$ cat config.mk
export PLATFORM = sky130hd
export DESIGN_NAME = spi_sensor_responder
export DESIGN_NICKNAME = d
export VERILOG_FILES = /design/src/rtl/spi_resp_pkg.sv /design/src/rtl/sync_edge_det.sv /design/src/rtl/spi_sensor_responder.sv
export SDC_FILE = /design/constraint.sdc
export NUM_CORES = 1
export LEC_CHECK = 0
export BUFFER_PORTS_ARGS = -buffer_cell sky130_fd_sc_hd__buf_2
export CORE_MARGIN = 1
export CORE_UTILIZATION = 50
export CTS_CLUSTER_SIZE = 28
export DETAILED_ROUTE_END_ITERATION = 8
export PLACE_DENSITY_LB_ADDON = 0.1
export SETUP_SLACK_MARGIN = 0.3
export SYNTH_ARGS = -nofsm -noshare
export SYNTH_HDL_FRONTEND = slang
export SYNTH_SLANG_ARGS = --single-unit
export TNS_END_PERCENT = 50
$ cat constraint.sdc
create_clock -name clk -period 3.4 [get_ports clk]
set_input_delay 0.34 -clock clk [delete_from_list [all_inputs] [get_ports clk]]
set_output_delay 0.34 -clock clk [all_outputs]
set_load 0.005 [all_outputs]
$ cat src/rtl/spi_resp_pkg.sv
`default_nettype none
// ============================================================================
// Module   : spi_resp_pkg
// Purpose  : Shared state type and SPI mode constants for the SPI sensor
//            responder slice.
// Revision : 1.0 - initial release
// ============================================================================
package spi_resp_pkg;

   typedef enum logic [1:0] {
      IDLE  = 2'd0,
      LOAD  = 2'd1,
      SHIFT = 2'd2,
      DONE  = 2'd3
   } spi_resp_state_t;

   // SPI mode 0: sclk idles low, data sampled on the rising edge.
   localparam logic CPOL = 1'b0;
   localparam logic CPHA = 1'b0;

endpackage
`default_nettype wire

$ cat src/rtl/sync_edge_det.sv
`default_nettype none
// ============================================================================
// Module   : sync_edge_det
// Purpose  : Multi-flop synchronizer for an asynchronous input, followed by
//            single-cycle rise and fall pulses on the synchronized value.
// Revision : 1.0 - initial release
// ============================================================================
module sync_edge_det #(
   parameter int   STAGES  = 2,
   parameter logic RST_VAL = 1'b0
) (
   input  logic clk,
   input  logic rst,
   input  logic d,
   output logic rise,
   output logic fall
);

   logic [STAGES-1:0] sync_q, sync_d;
   logic              prev_q, prev_d;

   // Next value of the synchronizer chain and the one-cycle-old copy of its tail.
   always_comb begin
      sync_d = {sync_q[STAGES-2:0], d};
      prev_d = sync_q[STAGES-1];
   end

   // Chain registers; reset to the line's idle level so release causes no edge.
   always_ff @(posedge clk) begin
      if (!rst) begin
         sync_q <= {STAGES{RST_VAL}};
         prev_q <= RST_VAL;
      end else begin
         sync_q <= sync_d;
         prev_q <= prev_d;
      end
   end

   assign rise = sync_q[STAGES-1] & ~prev_q;
   assign fall = ~sync_q[STAGES-1] & prev_q;

endmodule
`default_nettype wire

$ cat src/rtl/spi_sensor_responder.sv
`default_nettype none
// ============================================================================
// Module   : spi_sensor_responder
// Purpose  : SPI mode-0 slave emulating a sensor. Latches data_i at frame
//            start and shifts it out MSB first on miso while capturing mosi
//            into a receive word presented on rx_data with an rx_valid pulse.
//            Optional macro SPI_RESP_FRAME_ERR_EN enables the frame_err pulse
//            on short or aborted frames; otherwise frame_err is tied low.
// Revision : 1.0 - initial release
// ============================================================================
module spi_sensor_responder
   import spi_resp_pkg::*;
#(
   parameter int DATA_W      = 16,
   parameter int SYNC_STAGES = 2
) (
   input  logic              clk,
   input  logic              rst,
   input  logic              sclk,
   input  logic              cs_n,
   input  logic              mosi,
   output logic              miso,
   output logic              miso_oe,
   input  logic [DATA_W-1:0] data_i,
   output logic [DATA_W-1:0] rx_data,
   output logic              rx_valid,
   output logic              busy,
   output logic              frame_err
);

   localparam int               CNT_W   = $clog2(DATA_W + 1);
   localparam logic [CNT_W-1:0] CNT_MAX = CNT_W'(DATA_W);

   logic sclk_rise, sclk_fall, cs_rise, cs_fall;
   logic mosi_s;

   logic [SYNC_STAGES-1:0] mosi_sync_q, mosi_sync_d;

   spi_resp_state_t   state_q, state_d;
   logic [DATA_W-1:0] tx_sh_q, tx_sh_d;
   logic [DATA_W-1:0] rx_sh_q, rx_sh_d;
   logic [CNT_W-1:0]  bit_cnt_q, bit_cnt_d;
   logic              miso_q, miso_d;
   logic              miso_oe_q, miso_oe_d;
   logic [DATA_W-1:0] rx_data_q, rx_data_d;
   logic              rx_valid_q, rx_valid_d;

   sync_edge_det #(.STAGES(SYNC_STAGES), .RST_VAL(CPOL)) u_sclk_det (
      .clk  (clk),
      .rst  (rst),
      .d    (sclk),
      .rise (sclk_rise),
      .fall (sclk_fall)
   );

   sync_edge_det #(.STAGES(SYNC_STAGES), .RST_VAL(1'b1)) u_cs_det (
      .clk  (clk),
      .rst  (rst),
      .d    (cs_n),
      .rise (cs_rise),
      .fall (cs_fall)
   );

   // mosi gets the same delay as sclk so the sampled bit lines up with the rise pulse.
   always_comb begin
      mosi_sync_d = {mosi_sync_q[SYNC_STAGES-2:0], mosi};
   end
   assign mosi_s = mosi_sync_q[SYNC_STAGES-1];

   // Frame sequencing, shift registers and output staging.
   always_comb begin
      state_d    = state_q;
      tx_sh_d    = tx_sh_q;
      rx_sh_d    = rx_sh_q;
      bit_cnt_d  = bit_cnt_q;
      miso_d     = miso_q;
      miso_oe_d  = miso_oe_q;
      rx_data_d  = rx_data_q;
      rx_valid_d = 1'b0;
      case (state_q)
         IDLE: begin
            if (cs_fall) state_d = LOAD;
         end
         LOAD: begin
            tx_sh_d   = data_i;
            miso_d    = data_i[DATA_W-1];
            rx_sh_d   = '0;
            bit_cnt_d = '0;
            miso_oe_d = 1'b1;
            state_d   = SHIFT;
         end
         SHIFT: begin
            // A deselect wins over any sclk edge seen in the same cycle.
            if (cs_rise) begin
               state_d = DONE;
            end else begin
               if (sclk_rise && (bit_cnt_q != CNT_MAX)) begin
                  rx_sh_d   = {rx_sh_q[DATA_W-2:0], mosi_s};
                  bit_cnt_d = bit_cnt_q + CNT_W'(1);
               end
               if (sclk_fall) begin
                  tx_sh_d = {tx_sh_q[DATA_W-2:0], 1'b0};
                  miso_d  = tx_sh_q[DATA_W-2];
               end
            end
         end
         DONE: begin
            if (bit_cnt_q == CNT_MAX) begin
               rx_data_d  = rx_sh_q;
               rx_valid_d = 1'b1;
            end
            miso_oe_d = 1'b0;
            miso_d    = 1'b0;
            state_d   = IDLE;
         end
         default: state_d = IDLE;
      endcase
   end

   // State and datapath registers; reset discards any partial frame.
   always_ff @(posedge clk) begin
      if (!rst) begin
         mosi_sync_q <= '0;
         state_q     <= IDLE;
         tx_sh_q     <= '0;
         rx_sh_q     <= '0;
         bit_cnt_q   <= '0;
         miso_q      <= 1'b0;
         miso_oe_q   <= 1'b0;
         rx_data_q   <= '0;
         rx_valid_q  <= 1'b0;
      end else begin
         mosi_sync_q <= mosi_sync_d;
         state_q     <= state_d;
         tx_sh_q     <= tx_sh_d;
         rx_sh_q     <= rx_sh_d;
         bit_cnt_q   <= bit_cnt_d;
         miso_q      <= miso_d;
         miso_oe_q   <= miso_oe_d;
         rx_data_q   <= rx_data_d;
         rx_valid_q  <= rx_valid_d;
      end
   end

`ifdef SPI_RESP_FRAME_ERR_EN
   logic frame_err_q, frame_err_d;

   // Flag a frame that ended before a full word was clocked in.
   always_comb begin
      frame_err_d = (state_q == DONE) && (bit_cnt_q != CNT_MAX);
   end

   // Register the error flag so it lines up with rx_valid timing.
   always_ff @(posedge clk) begin
      if (!rst) frame_err_q <= 1'b0;
      else      frame_err_q <= frame_err_d;
   end

   assign frame_err = frame_err_q;
`else
   assign frame_err = 1'b0;
`endif

   assign miso     = miso_q;
   assign miso_oe  = miso_oe_q;
   assign rx_data  = rx_data_q;
   assign rx_valid = rx_valid_q;
   assign busy     = (state_q != IDLE);

endmodule
`default_nettype wire
Word level (Yosys, flattened, before mapping)
Cells that the tools add are included.

Add/sub/neg operators: 1. Eq/ne operators: 10. Mux-type cells: 17. Bitwise operators: 8. Reduce and logical (&&, ||, !) cells: 12.

Operator list (number): $mux 16 (2); $pmux 16 s2 (1); $mux 15 (2); $pmux 15 s2 (1); $mux 5 (2); $ne 2x2->1 const B (5); $pmux 5 s2 (1); $reduce_and 3->1 (3); $pmux 2 s4 (1); $reduce_and 2->1 (3); $reduce_bool 2->1 (3); $add 5x1->5 const B (1); $eq 5x5->1 const B (1); $ne 5x5->1 const B (1); $and 1x1->1 (4); $eq 2x2->1 const B (2); $mux 2 (2); $not 1->1 (4); $mux 1 (3); $pmux 1 s3 (1); $reduce_bool 3->1 (1); $eq 2x1->1 const B (1); $logic_not 2->1 (1); $pmux 1 s2 (1); $logic_and 1x1->1 (1).

Register bits after elaboration: 65. Bits of input ports: 21. Output and inout bits: 21. Word-level logic and storage cells: 61.

Depth between registers and ports, before layout
Gate-level depths: netlist of run 1.

Word-level depth: 6. Mapped depth: 8. Depth with buffers taken out: 6.

By module
Synthesis of run 1 repeated with hierarchy kept, for this count alone.

Cell total of the unflattened synthesis: 280. Area total of the unflattened synthesis: 2796.4 µm².

By module, submodules not included: spi_sensor_responder (instances 1, cells an instance 264, area each 2613.8 µm², seq. area each 1181.1 µm²); sync_edge_det (instances 2, cells an instance 8, area each 91.3 µm², seq. area each 60.1 µm²).

Worst setup path before layout of run 1
No wires, ideal clock.

Kind: register to register. Start point: reg bit_cnt_q[0]. End point: reg bit_cnt_q[0]. Library setup time: 0.115 ns. Arrival: 1.579 ns. Data required time: 3.285 ns. Slack: 1.706 ns. Stages on the path, launching flop included: 8. Buffers on the path: 1. Clock period less this slack: 1.694 ns. Cells stage by stage: dfxtp_1 inv_1 ha_1 nor4bb_1 buf_6 or3_4 and3_1 o21a_1.

Longest elaborated chain between the ends: 4. Elaborated cells between the ends (all ways): 8. Those cells by class: add/sub (1); eq/ne (2); mux (3); reduce/logical (2).

Ends and longest elaborated chain: start, declared (line spi_sensor_responder.sv:42) `logic [CNT_W-1:0] bit_cnt_q, bit_cnt_d;`; start signal, assigned (line spi_sensor_responder.sv:137) `bit_cnt_q <= bit_cnt_d;`; $add 5x1->5 or $ne 5x5->1 (tied branches) (line spi_sensor_responder.sv:99, spi_sensor_responder.sv:97); $mux 5 or $logic_and 1x1->1 (tied branches) (line spi_sensor_responder.sv:97) `if (sclk_rise && (bit_cnt_q != CNT_MAX)) begin`; $mux 5 or $ne 2x2->1 (tied branches); $pmux 5 s2 or $reduce_and 3->1 (tied branches).

Several ways; a longest one is shown, not always the timed one. The select of a mux whose other input is x is not followed. A chain may end at the register's enable or synchronous reset.

Worst setup path in the final report of run 1
Start point: reg state_q[0]. End point: reg tx_sh_q[0].

Longest elaborated chain between the ends: 3. Elaborated cells between the ends (all ways): 7. Those cells by class: eq/ne (4); mux (1); reduce/logical (2).

Ends and longest elaborated chain: start, declared (line spi_sensor_responder.sv:39) `spi_resp_state_t state_q, state_d;`; start signal, assigned (line spi_sensor_responder.sv:134) `state_q <= state_d;`; $eq 2x2->1 or $eq 2x1->1 (tied branches) (line spi_sensor_responder.sv:80) `case (state_q)`; $ne 2x2->1 (no source line) or $reduce_bool 2->1 (tied branches); $reduce_and 3->1 (no source line); end signal, assigned (line spi_sensor_responder.sv:135) `tx_sh_q <= tx_sh_d;`; end, declared (line spi_sensor_responder.sv:40) `logic [DATA_W-1:0] tx_sh_q, tx_sh_d;`.

Several ways; a longest one is shown, not always the timed one.

==> metrics.md, run 1 <==
| Metric | Value |
|---|---|
| First-pass GRT wire length | between 8 and 9 mm |
| R2R cell count | 6 |
| Final WS setup | a little over 0.9 ns |
| Clk root buf | clkbuf_8 |
| Clock Path Buffers | 2 |
| Post-DP HPWL | ~3.2 mm |
| Ports | 42 |
| RSZ-0062 raised after global routing | no |
| CP peak stage delay | 0.91 ns |
| Final Skew | between 0.008 and 0.009 ns |
| WL per Instance | between 10 and 15 µm |
| Slew Limit Headroom | 32.2% |
| Worst min-delay path startpoint | cs_n |
| Status | complete, no violations |
| Commonest non-fill, non-tap cell in the layout | dfxtp_1 |
| Least-Margin Pin Slew | around 1 ns |
| Final Cycle Share | approximately 73% |
| Power Dens Cells | 661 nW/µm² |
| # diodes | 0 |
| H-tree Lvls | 3 |
| Initial antenna violation count | 0 |
| Pin count of the biggest net entering global routing | 56 |
| Worst-path maximum fanout | 29 |
| Sink Count | 65 |
| Critical path class | flip-flop to flip-flop |
| CP startpoint | state_q[0] |
| Initial core utilization | between 50% and 60% |
| CP max stage cell | o31ai_4 |
| Area grow syn2layout | 16.3% |
| Yosys warns | 0 |
| CP endpoint kind | flip-flop |
| Crit path top cell by count | inv_1 |
| WL final | about 5 mm |
| Worst Path Arrival | between 2 and 3 ns |
| Cell Rows | 26 |
| Clk_lat worst skew | ~0.33 ns |
| DRC viols | 0 |
| Post-CTS setup buffer count | 0 |
| Die W | 74.5 µm |
| Power, Total | between 2000 and 2500 µW |
| Setup WS pre-CTS | 0.936 ns |
| Vias in the first global route | between 1500 and 2000 |
| Critical Path Source Type | flip-flop |
| CTS tree | built |
| GRT Residual Overflow | 0 |
| Met3 wire length | 177 µm |
| Sequential area share after synthesis | about half |
| Tot GR Track Use | ~20% |
| Hold EP | u_cs_det.sync_q[0] |
| Yosys cell types | 37 |
| Final hold vios | 0 |
| Worst-path cell chain | inv_1 > ha_1 > inv_1 > o31ai_4 > o22a_1 > nor2_1 |
| IO buf count | 40 |
| Worst hold path type | input pin to flip-flop |
| Met1 wire length | 2.46 mm |
| Total core area | 5070 µm² |
| Seq cells post-synth | 65 |
| Fin nets | ~360 |
| Die Y | roughly 75 µm |
| Layout cell share with drive strength beyond 1 | about a fifth |
| Count of pins over their slew limit | 0 |
| Worst reg2reg setup slack | approximately 0.93 ns |
| Maximum capacitance violations | 0 |
| Starting DRT DRC Count | 134 |
| Top Layer Used | met4 |
| CP bufs+invs | 2 |
| Vias per inst | a little over 5 |
| Final setup violation count | 0 |
| Synthesized net count | 329 |
| Vias | around 2100 |
| Synth Area per Inst | approximately 8.7 µm² |
| Most frequent cells in the layout | dfxtp_1 (65), buf_2 (40), nand3_1 (38) |
| Post-route ant nets | 0 |
| R2R Path Start | state_q[0] |
| Ranking of synthesized cells by area | dfxtp_1 (50%), nand3_1 (7.2%), a21oi_1 (7.0%) |
| Setup_tns | 0 ns |
| Post-cts resize count | 0 |
| Mapped Cells | ~300 |
| Max Freq | between 0.4 and 0.5 GHz |
| Area share of the leading cell type in the synthesized netlist | 49.5% |
| Top Family by Delay on Critical Path | compound AO/OA/AOI/OAI gates |
| P_leak | about 0.0012 µW |
| Worst-path clk slew | 0.07 ns |
| Hold buffers post-CTS | 0 |
| Crit path required time | between 3 and 4 ns |
| Final min period | 2.47 ns |
| DR pass1 iterations | 4 |
| Met2 WL post-DR | 2.19 mm |
| Worst hold path depth | 2 |
| IR drop worst, VDD | approximately 0.00046 V |
| Post-synth top area cell | dfxtp_1 |
| CTS Buf Count | 9 |
| Die ar. | 5550 µm² |
| Reg-to-reg endpoint | tx_sh_q[0] |
| Min Hold Slack | 0.195 ns |
| Routability cong. | approximately 0.75 |
| Synthesized area | between 2000 and 3000 µm² |
==> power breakdown <==
group	internal [µW]	leakage, µW	switching (µW)
clock network	356	0.0000953	283
logic	188	0.000535	283
registers	857	0.000528	51.6
total	1400	0.00116	618
==> sequential cells by signal (all words and copies together) (netlist names) <==
register / cells
mosi_sync_q: 2
rx_valid: 1
miso_oe: 1
u_sclk_det.prev_q: 1
miso: 1
bit_cnt_q: 5
u_cs_det.sync_q: 2
tx_sh_q: 15
rx_sh_q: 16
state_q: 2
u_cs_det.prev_q: 1
rx_data: 16
u_sclk_det.sync_q: 2
==> per-stage QoR <==
stage	utilization (%)	cell area, µm²	std cells
floorplan	-	2630	301
global placement	56.4	2860	393
detailed placement	56.4	2860	393
CTS	60.2	3060	409
global route	60.2	3060	409
finish	60.2	3060	409
==> worst max-delay path by stage <==
stage                         to  slack (ns)  depth (start not counted)
floorplan           bit_cnt_q[0]        1.71                          7
global placement      tx_sh_q[0]        0.98                          6
detailed placement    tx_sh_q[0]        0.94                          6
CTS                   tx_sh_q[0]        0.93                          6
global route          tx_sh_q[3]        0.70                          6
finish                tx_sh_q[0]        0.93                          6
==> layout make-up <==
cell class	count	area, µm²
Tap cell	70	87.6
Inverter	10	37.5
Fill cell	489	2020
Clock inverter	5	55.1
Timing Repair Buffer	45	238
Multi-Input combinational cell	203	1200
Clock buffer	11	141
Sequential cell	65	1300
==> metal layers <==
metal,GRT usage (%),up-vias
met3,3.79,12
li1,-,1097
met4,11.7,0
met2,31.5,44
met1,25.7,951
met5,0,-
==> cells by family after synthesis <==
family | share of synthesized area (%)
other | 0.143
and+or+nand+nor | 21.6
adders and majority gates | 3.33
muxes | 5.76
DFF | 49.5
AOI/OAI and AO/OA | 13.8
buffers and inverters | 5.95
==> synthesized netlist by cell type (all sizes together) <==
master,instances
dfxtp,65
nand3,38
a21oi,37
nand2,35
nor2,21
a211oi,15
buf,14
mux2i,14
inv,10
clkbuf,9
ha,7
and2,6
nand2b,6
nor3,4
o21ai,2
or3,2
a21o,1
a22oi,1
a311oi,1
a31oi,1
and3,1
conb,1
mux2,1
nand3b,1
nand4,1
nand4b,1
nor2b,1
nor4,1
nor4bb,1
o21a,1
o22a,1
o31ai,1
==> worst reg2reg max path: cells and delay by family, from the launching register on <==
kind / cells / cell delay (ns)
buffers and inverters: 2 / 0.27
and+or+nand+nor: 1 / 0.04
AOI/OAI and AO/OA: 2 / 1.18
DFF: 1 / 0.34
adders and majority gates: 1 / 0.50
No activity file was read; power rests on OpenSTA's default activity.
==> run 2: changes to the inputs <==
==> constraint.sdc (replaced) <==
create_clock -name clk -period 2.4 [get_ports clk]
set_input_delay 0.24 -clock clk [delete_from_list [all_inputs] [get_ports clk]]
set_output_delay 0.24 -clock clk [all_outputs]
set_load 0.005 [all_outputs]
==> metrics.md, run 2 (same netlist as run 1, synthesis figures left out) <==
| Metric | Value |
|---|---|
| Status | finished with violations |
| Failing checks | design-rule violations |
| Most frequent cells in the layout | dfxtp_1 (65), buf_2 (40), nand3_1 (38) |
| RSZ-0062 raised after global routing | no |
| Worst hold path type | input pin to flip-flop |
| Initial antenna violation count | 0 |
| Final hold vios | 0 |
| Power Dens Cells | 934 nW/µm² |
| Critical path class | flip-flop to flip-flop |
| Clock Path Buffers | 2 |
| Max Freq | roughly 0.52 GHz |
| Commonest non-fill, non-tap cell in the layout | dfxtp_1 |
| DRC viols | 1 |
| # diodes | 0 |
| Setup_tns | 0 ns |
| Maximum capacitance violations | 0 |
| Layout cell share with drive strength beyond 1 | about a fifth |
| Power, Total | 2900 µW |
| WL per Instance | between 10 and 15 µm |
| Cell Rows | 26 |
| Crit path required time | approximately 2.7 ns |
| Final Skew | a little over 0.005 ns |
| IO buf count | 40 |
| H-tree Lvls | 3 |
| First-pass GRT wire length | ~8.6 mm |
| CP endpoint kind | flip-flop |
| Worst-path maximum fanout | 21 |
| Finished Layout Cells | around 400 |
| Vias per inst | around 5.2 |
| Total core area | 5070 µm² |
| Vias | 2140 |
| GRT Residual Overflow | 0 |
| Slew Limit Headroom | 54.0% |
| Final cell utilization of the core | between 60% and 70% |
| Pin count of the biggest net entering global routing | 30 |
| DP Cell Count | roughly 400 |
| Clk_lat worst skew | 0.33 ns |
| Fin nets | 366 |
| IR drop worst, VDD | ~0.00064 V |
| Ports | 42 |
| Routability cong. | about 0.75 |
| Vias in the first global route | a little under 2000 |
| Initial core utilization | 51.8% |
| R2R Path Start | bit_cnt_q[0] |
| Reg-to-reg endpoint | bit_cnt_q[0] |
| Post-DP HPWL | around 3.3 mm |
| Final min period | just under 2 ns |
| DR pass1 iterations | 6 |
| Final Cycle Share | between 80% and 90% |
| Area grow syn2layout | 17.9% |
| Worst hold path depth | 2 |
| CTS Buf Count | 9 |
| Worst min-delay path startpoint | cs_n |
| Met3 global-route usage | under 10% |
| Post-cts resize count | 0 |
| Critical Path Source Type | flip-flop |
| Post-route ant nets | 0 |
| Worst-path clk slew | 0.07 ns |
| Final WS setup | between 0.4 and 0.5 ns |
| P_leak | roughly 0.0012 µW |
| Hold buffers post-CTS | 0 |
| Worst reg2reg setup slack | 0.48 ns |
| R2R cell count | 6 |
| Clk root buf | clkbuf_8 |
| Die Y | around 75 µm |
| Setup WS pre-CTS | around 0.36 ns |
| WL final | 5.07 mm |
| Worst Path Arrival | 2.20 ns |
| Least-Margin Pin Slew | between 0.6 and 0.7 ns |
| Die ar. | approximately 5600 µm² |
| Met2 Use GR | a little under a third |
| CTS tree | built |
| Post-CTS setup buffer count | 0 |
| Final setup violation count | 0 |
| Hold EP | u_cs_det.sync_q[0] |
| Sink Count | between 60 and 70 |
| Global Route met1 Usage | 27.0% |
| Die W | 74.5 µm |
| Tot GR Track Use | 20.5% |
| Count of pins over their slew limit | 0 |
| CP startpoint | bit_cnt_q[0] |
| Starting DRT DRC Count | around 150 |
| Busiest grt layer | met2 |
## run 2: cell types whose count changed in the layout (fill, tap and decap cells not counted)
cell,previous run,this run
buf_4,5,8
nand2_1,35,34
nand2_2,0,1
clkbuf_8,10,11
clkinvlp_4,2,0
buf_12,0,1
## run 2: routing by layer
| metal | part of all wire, % | vias to the layer above |
|---|---|---|
| li1 | - | 1107 |
| met1 | 50 | 966 |
| met2 | 44 | 57 |
| met3 | 4.3 | 10 |
| met4 | 1.8 | 0 |
| met5 | 0 | - |
## run 2: final cells by class
type                            instances  area (µm²)
Fill cell                             471        1970
Sequential cell                        65        1300
Multi-Input combinational cell        203        1200
Timing Repair Buffer                   49         280
Clock buffer                           12         155
Tap cell                               70        87.6
Clock inverter                          3        40.0
Inverter                               10        37.5
## run 2: worst max path at each step
stage | slack (ns) | to | depth (start not counted)
after floorplan | 0.71 | bit_cnt_q[0] | 7
after global placement | 0.53 | rx_data[8] | 6
after detailed placement | 0.36 | rx_data[9] | 6
after CTS | 0.33 | rx_data[9] | 6
after global routing | 0.33 | rx_sh_q[8] | 6
final | 0.48 | bit_cnt_q[0] | 6
## run 2: worst max-delay path, cell delays in order, from the launching register on
cell and delay (ns):
dfxtp_1 0.34, inv_1 0.06, ha_1 0.13, nor4bb_2 0.63, or3_4 0.40, and3_1 0.19, o21a_1 0.11
## run 2: power by group
group / leakage [µW] / internal (µW) / total, µW / switching, µW
clock: 0.000102 / 528 / 911 / 384
sequential: 0.000528 / 1210 / 1290 / 75.4
combinational: 0.000560 / 285 / 696 / 410
## run 2: per-stage QoR
| step | cell area [µm²] | hold WS (ns) |
|---|---|---|
| floorplan | 2630 | 0.313 |
| global placement | 2900 | 0.389 |
| detailed placement | 2900 | 0.403 |
| CTS | 3100 | 0.0830 |
| global route | 3100 | 0.0910 |
| finish | 3100 | 0.0940 |
